**config.mk**
```make
export PLATFORM = sky130hd
export DESIGN_NAME = pll_phase_ctrl
export DESIGN_NICKNAME = d
export VERILOG_FILES = /design/src/rtl/pll_ctrl_pkg.sv /design/src/rtl/sync_2ff.sv /design/src/rtl/pll_phase_ctrl.sv
export SDC_FILE = /design/constraint.sdc
export NUM_CORES = 1
export LEC_CHECK = 0
export BUFFER_PORTS_ARGS = -buffer_cell sky130_fd_sc_hd__buf_2
export CORE_MARGIN = 2
export CORE_UTILIZATION = 50
export CTS_BUF_LIST = sky130_fd_sc_hd__clkbuf_8
export DETAILED_ROUTE_END_ITERATION = 16
export GPL_TIMING_DRIVEN = 1
export PLACE_DENSITY_LB_ADDON = 0.3
export REMOVE_ABC_BUFFERS = 1
export SYNTH_ARGS = -nofsm -noshare
export SYNTH_HDL_FRONTEND = slang
export SYNTH_SLANG_ARGS = --single-unit
```
**constraint.sdc**
```tcl
create_clock -name clk -period 3.7 [get_ports clk]
set_clock_uncertainty 0.15 [all_clocks]
set_input_delay 0.74 -clock clk [delete_from_list [all_inputs] [get_ports clk]]
set_output_delay 0.74 -clock clk [all_outputs]
set_load 0.02 [all_outputs]
```
**src/rtl/pll_ctrl_pkg.sv**
```systemverilog
// Shared definitions for the PLL dynamic phase-shift controller.
// The LOCKWAIT state exists only when PLL_PHASE_LOCKWAIT_EN is defined.
package pll_ctrl_pkg;

   // PHASESEL[1:0] codes selecting which PLL output receives the phase step.
   localparam logic [1:0] PHASESEL_CLKOP  = 2'd0;
   localparam logic [1:0] PHASESEL_CLKOS  = 2'd1;
   localparam logic [1:0] PHASESEL_CLKOS2 = 2'd2;
   localparam logic [1:0] PHASESEL_CLKOS3 = 2'd3;

   typedef enum logic [2:0] {
      IDLE     = 3'd0,
      SETUP    = 3'd1,
      STEP_LO  = 3'd2,
      STEP_HI  = 3'd3,
      FINISH   = 3'd5
`ifdef PLL_PHASE_LOCKWAIT_EN
      ,
      LOCKWAIT = 3'd4
`endif
   } phase_state_e;

   // Map a request channel index onto the PHASESEL pin code.
   function automatic logic [1:0] chan_code(input logic [1:0] idx);
      case (idx)
         2'd0:    chan_code = PHASESEL_CLKOP;
         2'd1:    chan_code = PHASESEL_CLKOS;
         2'd2:    chan_code = PHASESEL_CLKOS2;
         default: chan_code = PHASESEL_CLKOS3;
      endcase
   endfunction

endpackage

```
**src/rtl/sync_2ff.sv**
```systemverilog
// Two-flop synchroniser for a single asynchronous level (PLL LOCK).
module sync_2ff (
   input  logic clk,
   input  logic resetn,
   input  logic d,
   output logic q
);

   logic meta;

   // Two back-to-back flops; both clear while reset is asserted.
   always_ff @(posedge clk or negedge resetn) begin
      if (!resetn) begin
         meta <= 1'b0;
         q    <= 1'b0;
      end else begin
         meta <= d;
         q    <= meta;
      end
   end

endmodule

```
**src/rtl/pll_phase_ctrl.sv**
```systemverilog
// PLL dynamic phase-shift sequencer and lock-qualified downstream reset.
// Optional build macro: PLL_PHASE_LOCKWAIT_EN -- after the last step, wait
// for SETUP_CYCLES+PULSE_CYCLES consecutive locked cycles before done.
//
// state    | meaning
// ---------+---------------------------------------------------------------
// IDLE     | waiting for a request; ready when lock is synchronised high
// SETUP    | phasesel/phasedir settle before the first step pulse
// STEP_LO  | phasestep held low (first half of a step pulse)
// STEP_HI  | phasestep high (second half); counts off one step at the end
// LOCKWAIT | (macro only) waiting for lock to stay high after stepping
// FINISH   | one-cycle done (with err on reject or abort)
module pll_phase_ctrl
   import pll_ctrl_pkg::*;
#(
   parameter int CHANNELS     = 2,
   parameter int STEP_W       = 8,
   parameter int SETUP_CYCLES = 2,
   parameter int PULSE_CYCLES = 4,
   parameter int LOCK_STABLE  = 1024
) (
   input  logic              clk,
   input  logic              resetn,
   input  logic              req_valid,
   output logic              req_ready,
   input  logic [1:0]        req_chan,
   input  logic              req_dir,
   input  logic [STEP_W-1:0] req_steps,
   output logic              busy,
   output logic              done,
   output logic              err,
   input  logic              pll_locked,
   output logic [1:0]        pll_phasesel,
   output logic              pll_phasedir,
   output logic              pll_phasestep,
   output logic              sys_resetn
);

   localparam int WAIT_CYCLES = SETUP_CYCLES + PULSE_CYCLES;
   localparam int TMR_W       = $clog2(WAIT_CYCLES + 1);
   localparam int LCNT_W      = $clog2(LOCK_STABLE + 1);

   localparam logic [TMR_W-1:0]  SETUP_LD = TMR_W'(SETUP_CYCLES - 1);
   localparam logic [TMR_W-1:0]  PULSE_LD = TMR_W'(PULSE_CYCLES - 1);
`ifdef PLL_PHASE_LOCKWAIT_EN
   localparam logic [TMR_W-1:0]  WAIT_LD  = TMR_W'(WAIT_CYCLES - 1);
`endif
   localparam logic [LCNT_W-1:0] LOCK_TC  = LCNT_W'(LOCK_STABLE);

   logic                locked_s;
   logic                accept;
   logic                chan_ok;

   phase_state_e        state_q, state_nxt;
   logic [TMR_W-1:0]    tmr_q, tmr_nxt;
   logic [STEP_W-1:0]   steps_q, steps_nxt;
   logic [1:0]          sel_q, sel_nxt;
   logic                dir_q, dir_nxt;
   logic                err_q, err_nxt;
   logic                step_q;

   logic [LCNT_W-1:0]   lock_cnt_q;
   logic                sys_rst_q;

   sync_2ff u_lock_sync (
      .clk    (clk),
      .resetn (resetn),
      .d      (pll_locked),
      .q      (locked_s)
   );

   assign chan_ok   = (int'(req_chan) < CHANNELS);
   assign req_ready = (state_q == IDLE) && locked_s;
   assign accept    = req_valid && req_ready;

   assign busy          = (state_q != IDLE);
   assign done          = (state_q == FINISH);
   assign err           = (state_q == FINISH) && err_q;
   assign pll_phasesel  = sel_q;
   assign pll_phasedir  = dir_q;
   assign pll_phasestep = step_q;
   assign sys_resetn    = sys_rst_q;

   // FSM state and request context registers.
   always_ff @(posedge clk or negedge resetn) begin
      if (!resetn) begin
         state_q <= IDLE;
         tmr_q   <= '0;
         steps_q <= '0;
         sel_q   <= 2'd0;
         dir_q   <= 1'b0;
         err_q   <= 1'b0;
      end else begin
         state_q <= state_nxt;
         tmr_q   <= tmr_nxt;
         steps_q <= steps_nxt;
         sel_q   <= sel_nxt;
         dir_q   <= dir_nxt;
         err_q   <= err_nxt;
      end
   end

   // Phasestep is registered from the next state so the PLL pin never
   // sees decode glitches; it lines up exactly with STEP_LO residency.
   always_ff @(posedge clk or negedge resetn) begin
      if (!resetn) begin
         step_q <= 1'b1;
      end else begin
         step_q <= (state_nxt != STEP_LO);
      end
   end

   // Next-state logic: timers count down and transition on terminal count.
   always_comb begin
      state_nxt = state_q;
      tmr_nxt   = tmr_q;
      steps_nxt = steps_q;
      sel_nxt   = sel_q;
      dir_nxt   = dir_q;
      err_nxt   = err_q;

      case (state_q)
         IDLE: begin
            err_nxt = 1'b0;
            if (accept) begin
               if (!chan_ok) begin
                  // Rejected channel: leave the PLL select pins untouched.
                  err_nxt   = 1'b1;
                  state_nxt = FINISH;
               end else begin
                  sel_nxt   = chan_code(req_chan);
                  dir_nxt   = req_dir;
                  steps_nxt = req_steps;
                  tmr_nxt   = SETUP_LD;
                  state_nxt = (req_steps == '0) ? FINISH : SETUP;
               end
            end
         end

         SETUP: begin
            if (!locked_s) begin
               err_nxt   = 1'b1;
               state_nxt = FINISH;
            end else if (tmr_q == '0) begin
               tmr_nxt   = PULSE_LD;
               state_nxt = STEP_LO;
            end else begin
               tmr_nxt = tmr_q - TMR_W'(1);
            end
         end

         STEP_LO: begin
            if (!locked_s) begin
               err_nxt   = 1'b1;
               state_nxt = FINISH;
            end else if (tmr_q == '0) begin
               tmr_nxt   = PULSE_LD;
               state_nxt = STEP_HI;
            end else begin
               tmr_nxt = tmr_q - TMR_W'(1);
            end
         end

         STEP_HI: begin
            if (!locked_s) begin
               err_nxt   = 1'b1;
               state_nxt = FINISH;
            end else if (tmr_q == '0) begin
               steps_nxt = steps_q - STEP_W'(1);
               if (steps_q == STEP_W'(1)) begin
`ifdef PLL_PHASE_LOCKWAIT_EN
                  tmr_nxt   = WAIT_LD;
                  state_nxt = LOCKWAIT;
`else
                  state_nxt = FINISH;
`endif
               end else begin
                  tmr_nxt   = PULSE_LD;
                  state_nxt = STEP_LO;
               end
            end else begin
               tmr_nxt = tmr_q - TMR_W'(1);
            end
         end

`ifdef PLL_PHASE_LOCKWAIT_EN
         LOCKWAIT: begin
            // A lock dropout restarts the stability window rather than aborting.
            if (!locked_s) begin
               tmr_nxt = WAIT_LD;
            end else if (tmr_q == '0) begin
               state_nxt = FINISH;
            end else begin
               tmr_nxt = tmr_q - TMR_W'(1);
            end
         end
`endif

         FINISH: begin
            state_nxt = IDLE;
         end

         default: begin
            state_nxt = IDLE;
         end
      endcase
   end

   // Saturating lock-stability counter; any unlocked cycle restarts it.
   always_ff @(posedge clk or negedge resetn) begin
      if (!resetn) begin
         lock_cnt_q <= '0;
         sys_rst_q  <= 1'b0;
      end else begin
         if (!locked_s) begin
            lock_cnt_q <= '0;
         end else if (lock_cnt_q != LOCK_TC) begin
            lock_cnt_q <= lock_cnt_q + LCNT_W'(1);
         end
         sys_rst_q <= locked_s && (lock_cnt_q == LOCK_TC);
      end
   end

endmodule
```
## Word level (Yosys, flattened, before mapping)

Cells that the tools add are included.

- Register bits after elaboration: 33
- Input port bits: 15
- Output and inout bits: 9
- Logic and storage cells: 82

- $add $sub $neg: 3
- $lt $le $gt $ge: 1
- Equal/unequal tests: 18
- Muxes and demuxes: 31
- Reductions and logical operators: 18

Operator list:

| operator | count |
|---|---|
| $mux 3 | 17 |
| $mux 8 | 4 |
| $mux 11 | 2 |
| $pmux 8 s2 | 1 |
| $pmux 3 s4 | 1 |
| $add 11x1->11 const B | 1 |
| $eq 11x11->1 const B | 1 |
| $ne 11x11->1 const B | 1 |
| $ne 2x2->1 const B | 5 |
| $pmux 3 s3 | 1 |
| $eq 8x1->1 const B | 1 |
| $logic_not 8->1 | 1 |
| $sub 8x1->8 const B | 1 |
| $eq 3x2->1 const B | 2 |
| $logic_not 3->1 | 2 |
| $pmux 2 s3 | 1 |
| $reduce_and 6->1 | 1 |
| $reduce_bool 3->1 | 2 |
| $reduce_and 5->1 | 1 |
| $logic_and 1x1->1 | 4 |
| $ne 2x1->1 const B | 2 |
| $reduce_bool 2->1 | 2 |
| $eq 3x1->1 const B | 1 |
| $eq 3x3->1 const B | 1 |
| 13 further kinds | 15 |

## Depth between registers and ports, before layout

Gate-level depths: netlist of run 1.

- Word-level depth: 6
- Mapped depth: 7
- Depth with buffers taken out: 6

## Hierarchy

Synthesis of run 1 repeated with hierarchy kept, for this count alone.

- Cells, all modules: 190
- Area total of the unflattened synthesis: 1803.0 µm²

Modules (own cells, without submodules):

| module | instances | cells each | area an instance (µm²) | sequential area each (µm²) |
|---|---|---|---|---|
| pll_phase_ctrl | 1 | 188 | 1752.9 | 777.0 |
| sync_2ff | 1 | 2 | 50.0 | 50.0 |

## Worst setup path before layout of run 1

OpenSTA, ideal clock, no wires.

- Path kind: register to output
- Start point: register state_q[0]
- End point: output req_ready
- Arrival time: 1094 ps
- Data required time: 2810 ps
- Path slack: 1716 ps
- Stages on the path, launching flop included: 3
- Path buffers: 1
- Path through: dfrtp_1 buf_2 nor3_1

- Word-level cells in the longest chain between the ends: 2

Ends and longest elaborated chain:

| what | RTL line | text |
|---|---|---|
| from (decl) | pll_phase_ctrl.sv:54 | `phase_state_e state_q, state_nxt;` |
| from (signal assigned) | pll_phase_ctrl.sv:94 | `state_q <= state_nxt;` |
| $logic_not 3->1 | pll_phase_ctrl.sv:73 | `assign req_ready = (state_q == IDLE) && locked_s;` |
| $logic_and 1x1->1 | pll_phase_ctrl.sv:73 |  |
| to (decl) | pll_phase_ctrl.sv:25 | `output logic req_ready,` |

Every way passes these cells.

## Worst setup path in the final report of run 1

- Start point: register state_q[2]
- End point: output req_ready

The elaborated chain is that of the path after synthesis.

==> results of run 1 <==
how the worst max path moves through the flow:
stage | from | to | slack, ps | cells after the start
detailed placement | req_chan[1] | pll_phasesel[0] | 1640 | 4
floorplan | state_q[2] | req_ready | 1630 | 2
finish | state_q[2] | req_ready | 1350 | 3
global placement | req_chan[1] | pll_phasesel[0] | 1670 | 4
CTS | state_q[2] | req_ready | 1350 | 3
global route | state_q[2] | req_ready | 1260 | 3
synth_stat cells (4+ instances only):
| cell | count | area, sq um |
|---|---|---|
| dfrtp_1 | 32 | 801 |
| nor2_1 | 22 | 82.6 |
| o21ai_0 | 16 | 80.1 |
| a21oi_1 | 10 | 50.1 |
| inv_1 | 8 | 30.0 |
| xor2_1 | 7 | 61.3 |
| ha_1 | 6 | 75.1 |
| nand2_1 | 6 | 22.5 |
| nand4_1 | 6 | 37.5 |
| buf_2 | 4 | 20.0 |
| nand2b_1 | 4 | 25.0 |
| nand3_1 | 4 | 20.0 |
| nor3_1 | 4 | 20.0 |
| nor4_1 | 4 | 25.0 |
sequential cells by signal, indices dropped and copies added (netlist names):
signal / count
err_q: 1
lock_cnt_q: 11
pll_phasesel: 2
tmr_q: 3
sys_resetn: 1
steps_q: 8
state_q: 3
u_lock_sync.q: 1
u_lock_sync.meta: 1
pll_phasestep: 1
pll_phasedir: 1
metrics by stage:
| step | instances | cell area, sq um | power (uW) | setup WS [ps] |
|---|---|---|---|---|
| finish | 253 | 2000 | 1270 | 1350 |
| global route | 253 | 2000 | 1360 | 1260 |
| CTS | 253 | 2000 | 1270 | 1350 |
| detailed placement | 245 | 1920 | 1000 | 1640 |
| global placement | 245 | 1920 | 976 | 1670 |
| floorplan | 175 | 1740 | 865 | 1630 |
logic make-up (layout without fill, tap and decap cells):
family / Yosys count / after routing / share of synthesized area, %
xor+xnor: 9 / 9 / 4.46
mux: 4 / 4 / 2.83
flops: 33 / 33 / 46.7
fa+ha+maj: 6 / 6 / 4.24
simple gates: 71 / 71 / 22.8
compound gates: 44 / 44 / 15.5
buf+inv: 14 / 40 / 3.47
power groups by stage:
stage               combinational (uW)  sequential, uW  clock [uW]
finish                             440             563         267
global route                       491             581         291
CTS                                440             559         274
detailed placement                 436             565           0
global placement                   416             560           0
floorplan                          309             556           0
cell type report:
cell class	count	area share [%]
Clock buffer	5	3.43
Multi-Input combinational cell	134	43.9
Timing Repair Buffer	24	6.12
Clock inverter	3	0.874
Inverter	8	1.50
Tap cell	46	2.87
Sequential cell	33	41.3
routing by layer:
layer  global-route usage [%]  up-vias
met2                     34.6       51
li1                         -      702
met5                        0        -
met1                     27.2      719
met4                     8.15        0
met3                     6.61        5
==> flow_summary.ini, run 1 <==
[run_status]
status = completed

[finish]
nNetsFinal = 227
layout_commonest_cell = dfrtp_1
n_antenna_cell = 0
multi_input_area_sq_um = 881
drive_above_1_share_pct = 18.8
syn2layout_area_growth_pct = 13.3
ff_latch_area_sq_um = 827
final_util_pct = 59.6
fillers = 306
final_cell_mix = dfrtp_1 (32), buf_2 (23), nor2_1 (22), o21ai_0 (16), a21oi_1 (10)

[clocking]
insertion_delay_ps = 290
cts_sinks = 33
cts_root_buffer = clkbuf_8
cts_buffer_depth = 2
tritoncts = built
cts.clk_slew.worst_paths_ps = 70
postCtsSetupBuffers = 0
holdBufCountCts = 0
cts_resized = 0
numCtsBuffers = 5
cts_htree_levels = 2

[critical_path]
worstPathArrival_ps = 1460
reg2reg_from = state_q[2]
worstPathRequired_ps = 2810
critPathSlowestCell = dfrtp_1
cp_top_family = flip-flops
r2r-end = steps_q[6]
max_stage_delay_ps = 500
crit_chain = nand2b_2, nor3_1, buf_2
crit_path_end_kind = primary output
path_buf_inv = 1
cp-start-kind = flip-flop
reg2regPathDepth = 4
critPathKind = flip-flop to primary output
rrSetupSlack_ps = 1640
crit_fanout = 13

[timing]
maxSlewHeadroom_pct = 52.3
fmax_mhz = 426
tns_ps = 0
post-route-min-period_ps = 2350
rsz0062_at_grt = no
hold_violations = 0
drv_slew = 0
tightest_slew_ps = 715
setup-violations-final = 0
post-route-period-util_pct = 63.5
whs_ps = 221

[power_and_ir_drop]
ir_worst_vdd_mv = 0.360
sw_frac_of_total_pct = 39.4
cellLeakagePower_uw = 0.000920
internal_power_uw = 770
powerDensity_mw_per_mm2 = 634
p_seq_share_pct = 44.3
p_sw_uw = 501
clockPowerShare_pct = 21.0
pwr-share-comb_pct = 34.6

[route]
drt_wl_total_um = 3830
ant_nets = 0
drc = 0
vias_per_cell = 5.84
wl_per_cell_um = 15.1
wl_met2_um = 1830
drt_iter0_drc = 71
top_layer = met4
firstDrtPassIters = 4
vias = 1477
dr_wl_met3_um = 229
wl_met1_um = 1710

[grt]
antenna_found_initial = 0
overflow = 0
first_global_vias = 1466
gr-usage-all-layers_pct = 21.5
grt_max_degree = 34
grt_pass1_wl_um = 6640

[die]
die_w_um = 63.5
rows = 21
fp.dieArea_sq_mm = 0.00403
dieHeight_um = 63.5
core-area_sq_mm = 0.00336
initial_core_util_pct = 52.6
io_pins = 24

[place]
io_buffers = 23
globalplace.congestion = 0.817
dpl.hpwl_um = 2700

[job]
maxCapViolations = 0

[synth]
yosys_most_used_dff = dfrtp_1
async_reset_ff_share_pct = 100
syn_inst = 181
ys_types = 45
synth_area_sq_mm = 0.00177
yosys_warnings = 0
syn_avg_cell_area_sq_um = 9.77
synth_edf_count = 0
ys_ff_latch = 33
seq_area_frac_synth_pct = 46.7

[min_path]
holdPathStages = 0
hp-class = flip-flop to flip-flop
hold_start = u_lock_sync.meta
holdPathEnd = u_lock_sync.q
No activity file was read; power rests on OpenSTA's default activity.
==> run 2: changes to the inputs <==
- clock period: 3.7 -> 2.4 ns (I/O delays scaled with it)
==> run 2 against run 1 <==
Combinational power grew 54%. Total power rose by 58%. Flip-flop and latch count stayed put. Largest power group unchanged. Critical endpoint unchanged. First-iteration DRC count increased by 32%.
==> flow_summary.ini, run 2 (synthesized netlist as in run 1, its figures left out) <==
[clocking]
holdBufCountCts = 0
insertion_delay_ps = 280
cts_sinks = 33
cts_resized = 0
numCtsBuffers = 5
cts.clk_slew.worst_paths_ps = 70
cts_root_buffer = clkbuf_8
postCtsSetupBuffers = 0
cts_htree_levels = 2
cts_buffer_depth = 2
tritoncts = built

[place]
globalplace.congestion = 0.869
io_buffers = 23
dpl.hpwl_um = 2550

[finish]
fillers = 312
multi_input_area_sq_um = 881
n_antenna_cell = 0
regMostFlops = lock_cnt_q
drive_above_1_share_pct = 18.8
layout_commonest_cell = dfrtp_1
syn2layout_area_growth_pct = 14.1
reg_top3 = lock_cnt_q x11, steps_q x8
final_cell_mix = dfrtp_1 (32), buf_2 (23), nor2_1 (22), o21ai_0 (16), a21oi_1 (10)
nNetsFinal = 227
largest_register_ffs = 11
ff_latch_area_sq_um = 827

[critical_path]
cp_top_family = flip-flops
crit_chain = nand2b_2, nor3_1, buf_2
critPathKind = flip-flop to primary output
rrSetupSlack_ps = 420
cp-start-kind = flip-flop
crit_path_start = state_q[2]
worstPathArrival_ps = 1460
worstPathRequired_ps = 1770
path_buf_inv = 1
crit_fanout = 13
reg2reg_from = state_q[2]
max_stage_delay_ps = 500
reg2regPathDepth = 4
crit_cells = 3
critPathSlowestCell = dfrtp_1
crit_path_end_kind = primary output
r2r-end = steps_q[4]

[die]
fp.dieArea_sq_mm = 0.00403
io_pins = 24
core-area_sq_mm = 0.00336
die_w_um = 63.5
rows = 21
initial_core_util_pct = 52.6
dieHeight_um = 63.5

[power_and_ir_drop]
powerDensity_mw_per_mm2 = 992
ir_worst_vdd_mv = 0.657
cellLeakagePower_uw = 0.000931

[timing]
setup-violations-final = 0
whs_ps = 98.1
tightest_slew_ps = 721
post-route-min-period_ps = 2090
maxSlewHeadroom_pct = 52.0
tns_ps = 0
post-route-period-util_pct = 87.0
drv_slew = 0
fmax_mhz = 479
hold_violations = 0
rsz0062_at_grt = no

[grt]
overflow = 0
gr-usage-all-layers_pct = 20.5
antenna_found_initial = 0
grtUsageMet1_pct = 28.0
grt_util_met3_pct = 5.89
first_global_vias = 1368
grt_pass1_wl_um = 6510
busiest_layer = met2
use_met2_pct = 30.8
grt_max_degree = 34

[route]
drc = 0
wl_per_cell_um = 14.1
vias = 1458
ant_nets = 0
drt_wl_total_um = 3570
drt_iter0_drc = 94
firstDrtPassIters = 4
vias_per_cell = 5.76

[run_status]
status = completed

[job]
maxCapViolations = 0

[min_path]
hp-class = primary input to asynchronous set/reset pin
[run 2: changes by cell type in the layout (fill, tap and decap cells not counted), sizes merged]
cell and change:
clkbuf +2, clkinvlp -1, clkinv -1
[run 2: cell type report]
cell class | instances | share of cell area (%)
clock buffers | 7 | 4.77
clock inverters | 1 | 0.248
well taps | 46 | 2.85
flip-flops and latches | 33 | 41.0
repair buffers | 24 | 6.07
multi-input cells | 134 | 43.6
inverters | 8 | 1.49
[run 2: metal layers]
layer,vias to the layer above,part of all wire [%]
li1,707,-
met1,704,49
met2,42,44
met3,5,5.5
met4,0,1.6
met5,-,0
[run 2: worst max path at each step]
stage / slack (ps) / to
6_report: 310 / req_ready
3_5_place_dp: 460 / steps_q[4]
4_1_cts: 310 / req_ready
2_1_floorplan: 440 / steps_q[2]
5_1_grt: 200 / steps_q[3]
3_3_place_gp: 590 / steps_q[6]
[run 2: per-stage QoR]
stage | total power (uW) | utilization [%] | setup WS, ps | instance area (sq um) | std cells
global route | 2160 | 60.0 | 204 | 2020 | 253
floorplan | 1330 | - | 444 | 1740 | 175
finish | 2000 | 60.0 | 313 | 2020 | 253
detailed placement | 1550 | 57.0 | 458 | 1920 | 245
CTS | 2010 | 60.0 | 309 | 2020 | 253
global placement | 1510 | 57.0 | 594 | 1920 | 245
[run 2: report_power, final]
part	total [uW]	internal, uW	switching, uW
sequential	870	701	168
combinational	677	284	393
clock	457	259	198
total	2000	1240	759
==> run 3: changes to the inputs <==
- PLACE_DENSITY: default -> 0.71
- PLACE_DENSITY_LB_ADDON: 0.3 -> default
==> run 3 against run 2 <==
Clock power down 13%. Fmax down 0.51%. Utilization down 0.56 points. Via count down 1.2%. Die area unchanged. Non-clock buffer count unchanged. Critical path depth unchanged. First-iteration DRC count down 22%. Register-to-register slack about the same. Critical path type unchanged. Largest cell class unchanged.
==> flow_summary.ini, run 3 (synthesized netlist as in run 1, its figures left out) <==
[clocking]
tritoncts = built
holdBufCountCts = 0
cts_resized = 0
numCtsBuffers = 5
cts_sinks = 33
cts.clk_slew.worst_paths_ps = 60
insertion_delay_ps = 290
postCtsSetupBuffers = 0
cts_root_buffer = clkbuf_8
cts_buffer_depth = 2
cts_htree_levels = 2

[finish]
reg_top3 = lock_cnt_q x11, steps_q x8
regMostFlops = lock_cnt_q
nNetsFinal = 227
final_cell_mix = dfrtp_1 (32), buf_2 (23), nor2_1 (22), o21ai_0 (16), a21oi_1 (10)
n_antenna_cell = 0
layout_commonest_cell = dfrtp_1
largest_register_ffs = 11
drive_above_1_share_pct = 18.4
fillers = 320
syn2layout_area_growth_pct = 13.1

[timing]
hold_violations = 0
tightest_slew_ps = 731
post-route-min-period_ps = 2100
setup-violations-final = 0
tns_ps = 0
maxSlewHeadroom_pct = 51.2
post-route-period-util_pct = 87.4
fmax_mhz = 477
rsz0062_at_grt = no
drv_slew = 0

[critical_path]
path_buf_inv = 1
max_stage_delay_ps = 500
reg2regPathDepth = 4
reg2reg_from = state_q[2]
crit_fanout = 13
crit_path_start = state_q[2]
rrSetupSlack_ps = 410
critPathKind = flip-flop to primary output
critPathSlowestCell = dfrtp_1
cp_top_family = flip-flops
worstPathRequired_ps = 1770
crit_chain = nand2b_2, nor3_1, buf_2
crit_cells = 3
endpoint = req_ready
r2r-end = steps_q[6]
worstPathArrival_ps = 1470
cp-start-kind = flip-flop
crit_path_end_kind = primary output

[grt]
overflow = 0
gr-usage-all-layers_pct = 21.0
busiest_layer = met2
grt_util_met3_pct = 6.25
grtUsageMet1_pct = 27.0
first_global_vias = 1442
use_met2_pct = 33.3
grt_pass1_wl_um = 6580
grt_max_degree = 34
antenna_found_initial = 0

[die]
initial_core_util_pct = 52.6
rows = 21
dieHeight_um = 63.5
die_w_um = 63.5
fp.dieArea_sq_mm = 0.00403
core-area_sq_mm = 0.00336
io_pins = 24

[place]
io_buffers = 23
globalplace.congestion = 0.888
dpl.hpwl_um = 2630

[power_and_ir_drop]
total_power_uw = 1930
cellLeakagePower_uw = 0.000926
ir_worst_vdd_mv = 0.383
powerDensity_mw_per_mm2 = 967

[route]
vias_per_cell = 5.69
ant_nets = 0
drt_wl_total_um = 3640
vias = 1440
wl_per_cell_um = 14.4
drt_iter0_drc = 73
firstDrtPassIters = 4
drc = 0

[run_status]
status = completed

[job]
maxCapViolations = 0

[min_path]
hp-class = primary input to asynchronous set/reset pin
run 3: cell count changes in the layout (fill, tap and decap cells not counted):
cell,previous run,this run
clkbuf_8,7,5
clkinv_2,1,2
inv_1,8,9
run 3: where the power goes:
group	total, uW	switching (uW)	internal [uW]	leakage (uW)
registers	871	169	701	0.000426
clock network	397	201	196	0.0000491
logic	666	382	284	0.000451
total	1930	752	1180	0.000926
run 3: cell type report:
type	instances	area (sq um)	share of cell area (%)
well taps	46	57.6	2.88
multi-input cells	134	881	44.0
repair buffers	24	123	6.13
clock inverters	3	13.8	0.688
clock buffers	5	68.8	3.44
flip-flops and latches	33	827	41.3
inverters	8	30.0	1.50
run 3: worst min path at each step:
stage / startpoint / endpoint / slack (ps)
after detailed placement: u_lock_sync.meta / u_lock_sync.q / 190
final: resetn / state_q[0] / 100
after global routing: pll_locked / u_lock_sync.meta / 140
after CTS: resetn / lock_cnt_q[2] / 120
after global placement: u_lock_sync.meta / u_lock_sync.q / 190
after floorplan: resetn / err_q / 30
run 3: routing by layer:
| metal | part of all wire [%] | wire length (um) |
|---|---|---|
| met1 | 48 | 1750 |
| met3 | 6.2 | 225 |
| met2 | 44 | 1610 |
| met4 | 1.6 | 57 |
| met5 | 0 | 0 |
run 3: per-stage QoR:
stage / setup WS (ps) / instance area [sq um] / utilization [%] / cells / hold slack, ps
3_3_place_gp: 570 / 1920 / 57.0 / 245 / 186
4_1_cts: 314 / 2000 / 59.5 / 253 / 125
5_1_grt: 182 / 2000 / 59.5 / 253 / 141
3_5_place_dp: 437 / 1920 / 57.0 / 245 / 189
6_report: 302 / 2000 / 59.5 / 253 / 97.8
2_1_floorplan: 444 / 1740 / - / 175 / 34.4
